[config.mk]
export PLATFORM = sky130hd
export DESIGN_NAME = wb_stage_flat
export DESIGN_NICKNAME = d
export VERILOG_FILES = /design/src/rtl/wb_stage_pkg.sv /design/src/rtl/wb_stage_if.sv /design/src/rtl/wb_stage_gpr_file.sv /design/src/rtl/wb_stage.sv /design/src/flat_wrapper.sv
export SDC_FILE = /design/constraint.sdc
export NUM_CORES = 2
export LEC_CHECK = 0
export CELL_PAD_IN_SITES_DETAIL_PLACEMENT = 1
export CELL_PAD_IN_SITES_GLOBAL_PLACEMENT = 1
export CORE_ASPECT_RATIO = 2
export CORE_MARGIN = 8
export CORE_UTILIZATION = 45
export CTS_CLUSTER_DIAMETER = 100
export DETAILED_ROUTE_END_ITERATION = 10
export PLACE_DENSITY_LB_ADDON = 0.3
export SKIP_CTS_REPAIR_TIMING = 1
export SLEW_MARGIN = 20
export SYNTH_ARGS = -nofsm -noshare
export SYNTH_HDL_FRONTEND = slang
export SYNTH_SLANG_ARGS = --single-unit
[constraint.sdc]
create_clock -name clk -period 2.6 [get_ports clk]
set_input_delay 0.39 -clock clk [delete_from_list [all_inputs] [get_ports clk]]
set_output_delay 0.39 -clock clk [all_outputs]
set_load 0.02 [all_outputs]
[src/rtl/wb_stage_pkg.sv]
// rtl/wb_stage_pkg.sv - shared widths and write-back select encoding
// Purpose: default widths for the write-back stage and the encoding of the
//          write-back data source, plus the priority decode from the MEM/WB
//          control bits to that encoding.
// Contents: DW_DEF, AW_DEF, CNTW_DEF, wb_sel_e, wb_sel()
package wb_stage_pkg;

  localparam int DW_DEF   = 32;
  localparam int AW_DEF   = 5;
  localparam int CNTW_DEF = 32;

  typedef enum logic [1:0] {
    SEL_ALU  = 2'd0,
    SEL_MEM  = 2'd1,
    SEL_SHF  = 2'd2,
    SEL_HILO = 2'd3
  } wb_sel_e;

  // mfhi/mflo outranks a shift, which outranks a load; ALU is the fallback.
  function automatic wb_sel_e wb_sel(input logic mf, input logic shift, input logic mem_to_reg);
    if (mf)              return SEL_HILO;
    else if (shift)      return SEL_SHF;
    else if (mem_to_reg) return SEL_MEM;
    else                 return SEL_ALU;
  endfunction

endpackage

[src/rtl/wb_stage_if.sv]
// rtl/wb_stage_if.sv - MEM/WB control/data bundle and ID-side read bundle
// Purpose: groups every write-back stage signal except clk/rst.
// Modports:
//   master - pipeline side: drives MEM/WB fields and read addresses,
//            receives read data, forwarding info and the retire count
//   slave  - wb_stage side
interface wb_stage_if
  import wb_stage_pkg::*;
#(
  parameter int DW   = DW_DEF,
  parameter int AW   = AW_DEF,
  parameter int CNTW = CNTW_DEF
) ();

  logic            RegWrite;
  logic            MemtoReg;
  logic            Shift;
  logic            Mf;
  logic            HiLoWrite;
  logic [DW-1:0]   ShifterData;
  logic [DW-1:0]   MemData;
  logic [DW-1:0]   ALUData;
  logic [DW-1:0]   HiLoData;
  logic [2*DW-1:0] DataForHiLo;
  logic [AW-1:0]   WN;
  logic [AW-1:0]   RA1;
  logic [AW-1:0]   RA2;
  logic            HiLoSel;
  logic [DW-1:0]   RD1;
  logic [DW-1:0]   RD2;
  logic [DW-1:0]   HiLoRd;
  logic [DW-1:0]   WBData;
  logic [AW-1:0]   WBWN;
  logic [CNTW-1:0] RetireCnt;

  modport master (
    output RegWrite, MemtoReg, Shift, Mf, HiLoWrite,
    output ShifterData, MemData, ALUData, HiLoData, DataForHiLo,
    output WN, RA1, RA2, HiLoSel,
    input  RD1, RD2, HiLoRd, WBData, WBWN, RetireCnt
  );

  modport slave (
    input  RegWrite, MemtoReg, Shift, Mf, HiLoWrite,
    input  ShifterData, MemData, ALUData, HiLoData, DataForHiLo,
    input  WN, RA1, RA2, HiLoSel,
    output RD1, RD2, HiLoRd, WBData, WBWN, RetireCnt
  );

endinterface

[src/rtl/wb_stage_gpr_file.sv]
// rtl/wb_stage_gpr_file.sv - 2R1W general-purpose register file
// Purpose: 2**AW x DW registers, r0 hardwired to zero, combinational reads
//          with same-cycle write-through bypass.
// Ports:
//   clk, rst  - clock; synchronous active-high reset clears every register
//   we, wa, wd - write enable / address / data (writes to r0 are dropped)
//   ra1, ra2  - read addresses
//   rd1, rd2  - read data; forced to 0 while rst is high
module gpr_file #(
  parameter int DW = 32,
  parameter int AW = 5
) (
  input  logic          clk,
  input  logic          rst,
  input  logic          we,
  input  logic [AW-1:0] wa,
  input  logic [DW-1:0] wd,
  input  logic [AW-1:0] ra1,
  input  logic [AW-1:0] ra2,
  output logic [DW-1:0] rd1,
  output logic [DW-1:0] rd2
);

  localparam int NREG = 2 ** AW;

  logic [DW-1:0] mem [NREG];

  always_ff @(posedge clk) begin
    if (rst) begin
      for (int i = 0; i < NREG; i++) mem[i] <= '0;
    end else if (we && (wa != '0)) begin
      mem[wa] <= wd;
    end
  end

  // mem[0] is never written, but the read path does not rely on that.
  always_comb begin
    rd1 = '0;
    rd2 = '0;
    if (!rst && (ra1 != '0)) rd1 = (we && (wa == ra1)) ? wd : mem[ra1];
    if (!rst && (ra2 != '0)) rd2 = (we && (wa == ra2)) ? wd : mem[ra2];
  end

endmodule

[src/rtl/wb_stage.sv]
// rtl/wb_stage.sv - MIPS write-back stage: WB mux, GPR/HI/LO commit, retire count
// Purpose: selects write-back data, commits it to the GPR file, commits
//          64-bit mul/div results to HI/LO, serves GPR and HI/LO reads with
//          same-cycle bypass, and counts register-writing retirements.
// Ports:
//   clk - clock, rising edge
//   rst - synchronous, active-high reset
//   bus - wb_stage_if.slave: MEM/WB inputs (RegWrite, MemtoReg, Shift, Mf,
//         HiLoWrite, ShifterData, MemData, ALUData, HiLoData, DataForHiLo,
//         WN), read requests (RA1, RA2, HiLoSel), and outputs (RD1, RD2,
//         HiLoRd, WBData, WBWN, RetireCnt)
module wb_stage
  import wb_stage_pkg::*;
#(
  parameter int DW   = DW_DEF,
  parameter int AW   = AW_DEF,
  parameter int CNTW = CNTW_DEF
) (
  input  logic        clk,
  input  logic        rst,
  wb_stage_if.slave   bus
);

  logic [DW-1:0]   wb_data;
  logic [DW-1:0]   hi_q;
  logic [DW-1:0]   lo_q;
  logic [CNTW-1:0] cnt_q;

  always_comb begin
    wb_data = '0;
    unique case (wb_sel(bus.Mf, bus.Shift, bus.MemtoReg))
      SEL_HILO: wb_data = bus.HiLoData;
      SEL_SHF:  wb_data = bus.ShifterData;
      SEL_MEM:  wb_data = bus.MemData;
      SEL_ALU:  wb_data = bus.ALUData;
    endcase
  end

  gpr_file #(
    .DW (DW),
    .AW (AW)
  ) u_gpr_file (
    .clk (clk),
    .rst (rst),
    .we  (bus.RegWrite),
    .wa  (bus.WN),
    .wd  (wb_data),
    .ra1 (bus.RA1),
    .ra2 (bus.RA2),
    .rd1 (bus.RD1),
    .rd2 (bus.RD2)
  );

  always_ff @(posedge clk) begin
    if (rst) begin
      hi_q  <= '0;
      lo_q  <= '0;
      cnt_q <= '0;
    end else begin
      if (bus.HiLoWrite) begin
        hi_q <= bus.DataForHiLo[2*DW-1:DW];
        lo_q <= bus.DataForHiLo[DW-1:0];
      end
      // Wraps silently at the top of the range.
      if (bus.RegWrite || bus.HiLoWrite) cnt_q <= cnt_q + CNTW'(1);
    end
  end

  always_comb begin
    bus.HiLoRd = '0;
    bus.WBData = '0;
    bus.WBWN   = '0;
    if (!rst) begin
      if (bus.HiLoWrite)
        bus.HiLoRd = bus.HiLoSel ? bus.DataForHiLo[2*DW-1:DW] : bus.DataForHiLo[DW-1:0];
      else
        bus.HiLoRd = bus.HiLoSel ? hi_q : lo_q;
      bus.WBData = wb_data;
      // A zero tag tells the forwarding unit there is nothing to forward.
      if (bus.RegWrite && (bus.WN != '0)) bus.WBWN = bus.WN;
    end
  end

  assign bus.RetireCnt = cnt_q;

endmodule

[src/flat_wrapper.sv]
// flat-port wrapper written by rule: the top's interface ports become plain ports
module wb_stage_flat import wb_stage_pkg::*;
#(
  parameter int DW   = DW_DEF,
  parameter int AW   = AW_DEF,
  parameter int CNTW = CNTW_DEF
)
  (clk, rst, bus_RegWrite, bus_MemtoReg, bus_Shift, bus_Mf, bus_HiLoWrite, bus_ShifterData, bus_MemData, bus_ALUData, bus_HiLoData, bus_DataForHiLo, bus_WN, bus_RA1, bus_RA2, bus_HiLoSel, bus_RD1, bus_RD2, bus_HiLoRd, bus_WBData, bus_WBWN, bus_RetireCnt);
  wb_stage_if #(.DW(DW), .AW(AW), .CNTW(CNTW)) bus_i ();
  input  logic clk;
  input  logic rst;
  input wire logic [$bits(bus_i.RegWrite)-1:0] bus_RegWrite;
  input wire logic [$bits(bus_i.MemtoReg)-1:0] bus_MemtoReg;
  input wire logic [$bits(bus_i.Shift)-1:0] bus_Shift;
  input wire logic [$bits(bus_i.Mf)-1:0] bus_Mf;
  input wire logic [$bits(bus_i.HiLoWrite)-1:0] bus_HiLoWrite;
  input wire logic [$bits(bus_i.ShifterData)-1:0] bus_ShifterData;
  input wire logic [$bits(bus_i.MemData)-1:0] bus_MemData;
  input wire logic [$bits(bus_i.ALUData)-1:0] bus_ALUData;
  input wire logic [$bits(bus_i.HiLoData)-1:0] bus_HiLoData;
  input wire logic [$bits(bus_i.DataForHiLo)-1:0] bus_DataForHiLo;
  input wire logic [$bits(bus_i.WN)-1:0] bus_WN;
  input wire logic [$bits(bus_i.RA1)-1:0] bus_RA1;
  input wire logic [$bits(bus_i.RA2)-1:0] bus_RA2;
  input wire logic [$bits(bus_i.HiLoSel)-1:0] bus_HiLoSel;
  output wire logic [$bits(bus_i.RD1)-1:0] bus_RD1;
  output wire logic [$bits(bus_i.RD2)-1:0] bus_RD2;
  output wire logic [$bits(bus_i.HiLoRd)-1:0] bus_HiLoRd;
  output wire logic [$bits(bus_i.WBData)-1:0] bus_WBData;
  output wire logic [$bits(bus_i.WBWN)-1:0] bus_WBWN;
  output wire logic [$bits(bus_i.RetireCnt)-1:0] bus_RetireCnt;
  assign bus_i.RegWrite = bus_RegWrite;
  assign bus_i.MemtoReg = bus_MemtoReg;
  assign bus_i.Shift = bus_Shift;
  assign bus_i.Mf = bus_Mf;
  assign bus_i.HiLoWrite = bus_HiLoWrite;
  assign bus_i.ShifterData = bus_ShifterData;
  assign bus_i.MemData = bus_MemData;
  assign bus_i.ALUData = bus_ALUData;
  assign bus_i.HiLoData = bus_HiLoData;
  assign bus_i.DataForHiLo = bus_DataForHiLo;
  assign bus_i.WN = bus_WN;
  assign bus_i.RA1 = bus_RA1;
  assign bus_i.RA2 = bus_RA2;
  assign bus_i.HiLoSel = bus_HiLoSel;
  assign bus_RD1 = bus_i.RD1;
  assign bus_RD2 = bus_i.RD2;
  assign bus_HiLoRd = bus_i.HiLoRd;
  assign bus_WBData = bus_i.WBData;
  assign bus_WBWN = bus_i.WBWN;
  assign bus_RetireCnt = bus_i.RetireCnt;
  wb_stage #(.DW(DW), .AW(AW), .CNTW(CNTW)) u_core (.clk(clk), .rst(rst), .bus(bus_i));
endmodule
* Word level (Yosys, flattened, before mapping) *
Memory sizes are Yosys's and may differ from the RTL's.
Cells that the tools add are included.

cells by class
  $add $sub $neg = 1
  equal/unequal tests = 5
  mux-type cells = 23
  reductions and logical operators = 12

operator list
  kind                                                              number
  32-bit 2-to-1 mux                                                 10
  32-bit one-hot mux with 4 select lines                            1
  32-bit by 1-bit adder with 32-bit output (second input constant)  1
  32-bit OR reduction                                               1
  5-bit 2-to-1 mux                                                  3
  5-bit nonzero test                                                3
  5-bit == test                                                     2
  1-bit 2-to-1 mux                                                  7
  1-bit logical AND                                                 5
  2-bit == test (second input constant)                             2
  2-bit 2-to-1 mux                                                  2
  2-bit by 1-bit == test with 1-bit output (second input constant)  1
  2-bit logical NOT                                                 1
  1-bit logical NOT                                                 1
  1-bit logical OR                                                  1

storage, ports and cells
  register bits = 96
  memory bits (writable) = 1024
  input bits = 215
  output and inout bits = 165
  memories kept = 1

memory list
  memory                 words  bits a word  rd ports  clocked after memory_dff  write ports  line                     source
  u_core.u_gpr_file.mem  32     32           2         0                         32           wb_stage_gpr_file.sv:26  logic [DW-1:0] mem [NREG];

* Logic depth before layout (Yosys ltp) *
  depth in word-level cells = 7
  depth in mapped cells = 11

* By module *
A second synthesis with hierarchy kept.

second synthesis, totals
  cells, all modules = 4445
  area total of the unflattened synthesis = 60589.4 um^2

modules (own cells, without submodules)
  module    times used  cells each  area each (um^2)  sequential area each (um^2)
  gpr_file  1           3831        55134.1           30749.5
  wb_stage  1           614         5455.2            1921.8

* Worst setup path after synthesis *
No wires, ideal clock.

  path type = input port to flip-flop
  start point = input port bus_RegWrite
  end point = memory u_core.u_gpr_file.mem[2][0], enable pin
  setup time = 394 ps
  data arrival time = 2310 ps
  data required time = 2206 ps
  slack = -104 ps
  cell stages on the path = 7
  buffers on the path = 2
  cell sequence = buf_2 -> and2b_1 -> and2_1 -> nor2b_1 -> clkbuf_1 -> nand2_1 -> nand2b_1

RTL lines
  item                line                     source
  start: declaration  flat_wrapper.sv:12       input wire logic [$bits(bus_i.RegWrite)-1:0] bus_RegWrite;
  end: declaration    wb_stage_gpr_file.sv:26

==> results by group <==
Status
  – Status: finished, violations left
  – Failing checks: negative setup slack

Critical path
  – Setup slack, reg-to-reg: 0.64 ns
  – Critical path cell sequence: mux4_2 > mux2i_2 > buf_4 > o22ai_4 > nor3_2 > a211oi_2 > buf_4
  – Worst EP arrival: 2.70 ns
  – Crit start category: flop
  – Worst setup EP type: output port
  – RR Endpoint: u_core.bus.RetireCnt[30]
  – Kind of critical path: reg -> out
  – Reg2reg path depth: 7
  – Most used cell, CP: buf_4
  – CP max stage cell: mux4_2
  – CP max stage delay: 0.50 ns
  – CP delay by family, top: multiplexers
  – Reg-to-reg startpoint: u_core.bus.RetireCnt[8]
  – Worst path buffer plus inverter count: 2
  – CP Max Fanout: 2
  – Worst EP required: 2.21 ns

Power
  – Worst VDD drop: 0.584 mV
  – LEAKAGE: 28.4 nW
  – Pwr Density: 593 mW/mm²

Drt
  – Post-route ant nets: 0
  – # DRC: 0
  – Drt first pass iters: 6
  – Routed vias/inst: 6.62
  – Vias: 47157
  – DRT iter0 DRCs: 4962
  – Routed WL per cell: 35.4 µm
  – Post-Route WL: 252000 µm

Synth
  – Largest cells by area after synthesis: edfxtp_1 52%, mux4_2 14%, nor2_1 7.6%
  – Post-synthesis mux area share: 0.221
  – XOR/XNOR Fraction of Synth Area: 0.00577
  – Synth Area per Inst: 13.0 µm²
  – Ys flop type: edfxtp_1
  – Synth Area in Simple Gates: 0.106
  – Compound-Gate Fraction of Synth Area: 0.0764
  – Cell taking the most area after synthesis: edfxtp_1
  – YS warnings: 0
  – Number of flops mapped to enable cells by yosys: 1024
  – Async SR Flop Fraction: 0
  – Register area share after synthesis: 0.551
  – #FFs+latches synth: 1120
  – Post-Synth Adder-Cell Area: 0.000211
  – Post-synthesis cell count: 4555
  – Share of the synthesized area in the top cell type: 0.519
  – Post-Synthesis Cell Area: 0.0592 mm²
  – Largest family of logic cells by synthesized area: multiplexers
  – Yosys cell types: 56

Timing
  – Final Hold Viols: 0
  – Worst Setup Slack, final: -0.493 ns
  – Worst-Margin Slew: 0.649 ns
  – Final Cycle Share: 1.19
  – RSZ-0062 raised after global routing: yes
  – Max_slew headroom: 0.567
  – Min Tclk post-route: 3.09 ns
  – Skew final: 0.0170 ns
  – Final setup vio count: 64
  – Pins Over Slew Limit: 0
  – Peak Freq: 0.323 GHz

Clock network
  – CTS tree: built
  – Clk_lat worst skew: 0.72 ns
  – Clock root cell: clkbuf_16
  – H-tree depth: 3
  – Clock Sinks: 1120
  – Clock Path Buffers: 3
  – CTS Buf Count: 102
  – Clock Pin Slew Worst Setup and Hold Paths: 0.07 ns

Place
  – Gpl congestion: 0.898
  – HPWL Detailed: 174000 µm
  – DP Worst Slack: -1.06 ns
  – Placed Area: 0.0707 mm²
  – I/O Buffers: 379

Floorplanning
  – Total I/O pin count: 380
  – Core Area: 0.131 mm²
  – Width of the die: 273 µm
  – Die height: 529 µm
  – Starting Density: 0.452
  – Rows: 188
  – Die area: 0.144 mm²

Finish
  – Post-layout util: 0.583
  – Most frequent cells in the layout: 1157 x nor2_1, 1024 x edfxtp_1, 561 x buf_4
  – Share of cells above drive strength 1: 0.343
  – Design Area, Final: 0.0764 mm²
  – Area growth, synth to finish: 29.0%
  – Commonest non-fill, non-tap cell in the layout: nor2_1
  – Layout Nets: 5538

Global routing
  – Initial antenna violation count: 4
  – Vias in the first global route: 50609
  – Largest net degree at the start of global routing: 39
  – Global-route wire length before repair: 345000 µm
  – Grt ovf: 0
  – GRT Overall Usage: 0.331

Worst hold path
  – Hold Crit Depth: 3
  – Hold endpoint: u_core.hi_q[28]
  – Hold Crit Class: in -> reg
  – Hold Startpoint: bus_HiLoWrite

Run
  – # Max-Cap Violations: 0
logic make-up after synthesis:
family	count (synthesis)
other cells	1
flops	1120
simple gates	1515
buf+inv	472
xor+xnor	39
compound gates	570
fa+ha+maj	1
mux	837
worst max-delay path by stage:
stage | start | to | cells after the start
6_report | u_core.u_gpr_file.mem[22][6] | bus_RD1[6] | 7
5_1_grt | u_core.u_gpr_file.mem[23][6] | bus_RD1[6] | 7
4_1_cts | bus_WN[3] | bus_RD2[25] | 11
3_5_place_dp | bus_WN[4] | bus_RD1[19] | 9
3_3_place_gp | bus_WN[4] | bus_RD1[2] | 9
2_1_floorplan | bus_RA1[1] | bus_RD1[17] | 9
report_power, final:
group          internal [mW]  total [mW]  switching, mW
Clock                   8.22        15.4           7.21
Combinational           3.81        8.73           4.92
Sequential              20.6        21.2          0.582
metrics by stage:
stage	power [mW]	cells	TNS, ns	hold slack (ns)
3_3_place_gp	29.1	6893	-384.48	0.489
5_1_grt	46.2	7121	-21.91	0.165
4_1_cts	44.5	7085	-66.33	0.113
3_5_place_dp	29.4	6893	-459.03	0.506
2_1_floorplan	25.4	4586	0	0.477
6_report	45.3	7122	-18.84	0.143
layer usage:
metal  GRT usage  wire length, µm  vias up
li1            -                -    18717
met1       0.345            78400    23900
met2       0.573           127000     3470
met3      0.0759            25500     1066
met4       0.255            21400        4
met5           0               21        -
cell usage after synthesis, drive strengths merged (2+ instances only):
| cell | number |
|---|---|
| nor2 | 1196 |
| edfxtp | 1024 |
| mux2i | 429 |
| mux4 | 375 |
| clkbuf | 299 |
| buf | 168 |
| a221oi | 138 |
| a21oi | 97 |
| dfxtp | 96 |
| a22oi | 73 |
| nand2 | 73 |
| nor2b | 67 |
| a211oi | 58 |
| o21ai | 49 |
| nor3 | 37 |
| and2 | 35 |
| mux2 | 33 |
| nand2b | 32 |
| o22a | 32 |
| o31ai | 31 |
| xor2 | 29 |
| o21bai | 28 |
| o22ai | 28 |
| or2 | 28 |
| o211ai | 27 |
| nand3 | 19 |
| xnor2 | 10 |
| and3 | 9 |
| nand4 | 6 |
| inv | 4 |
| nor3b | 4 |
| a32oi | 3 |
| a21o | 2 |
| and4 | 2 |
| nor4 | 2 |
| nor4b | 2 |
| o2111ai | 2 |
| or3 | 2 |
final cells by class:
type | count | area, µm²
timing repair buffer | 1099 | 11700
antenna | 2 | 5.00
fill | 12598 | 54600
multi-input combinational | 2994 | 26600
tap | 1710 | 2140
sequential | 1120 | 32700
inverter | 5 | 18.8
clock inverter | 69 | 577
clock buffer | 123 | 2700
sequential cells by signal (all words and copies together), names as in the netlist:
register               count
u_core.u_gpr_file.mem   1024
u_core.bus.RetireCnt      32
u_core.lo_q               32
u_core.hi_q               32
worst register-to-register path, delay by kind of cell (launching register included):
family	cells	cell delay, ns
buf+inv	1	0.20
flops	1	0.46
xor+xnor	1	0.16
simple gates	5	1.02
(Power assumes the default switching activity.)
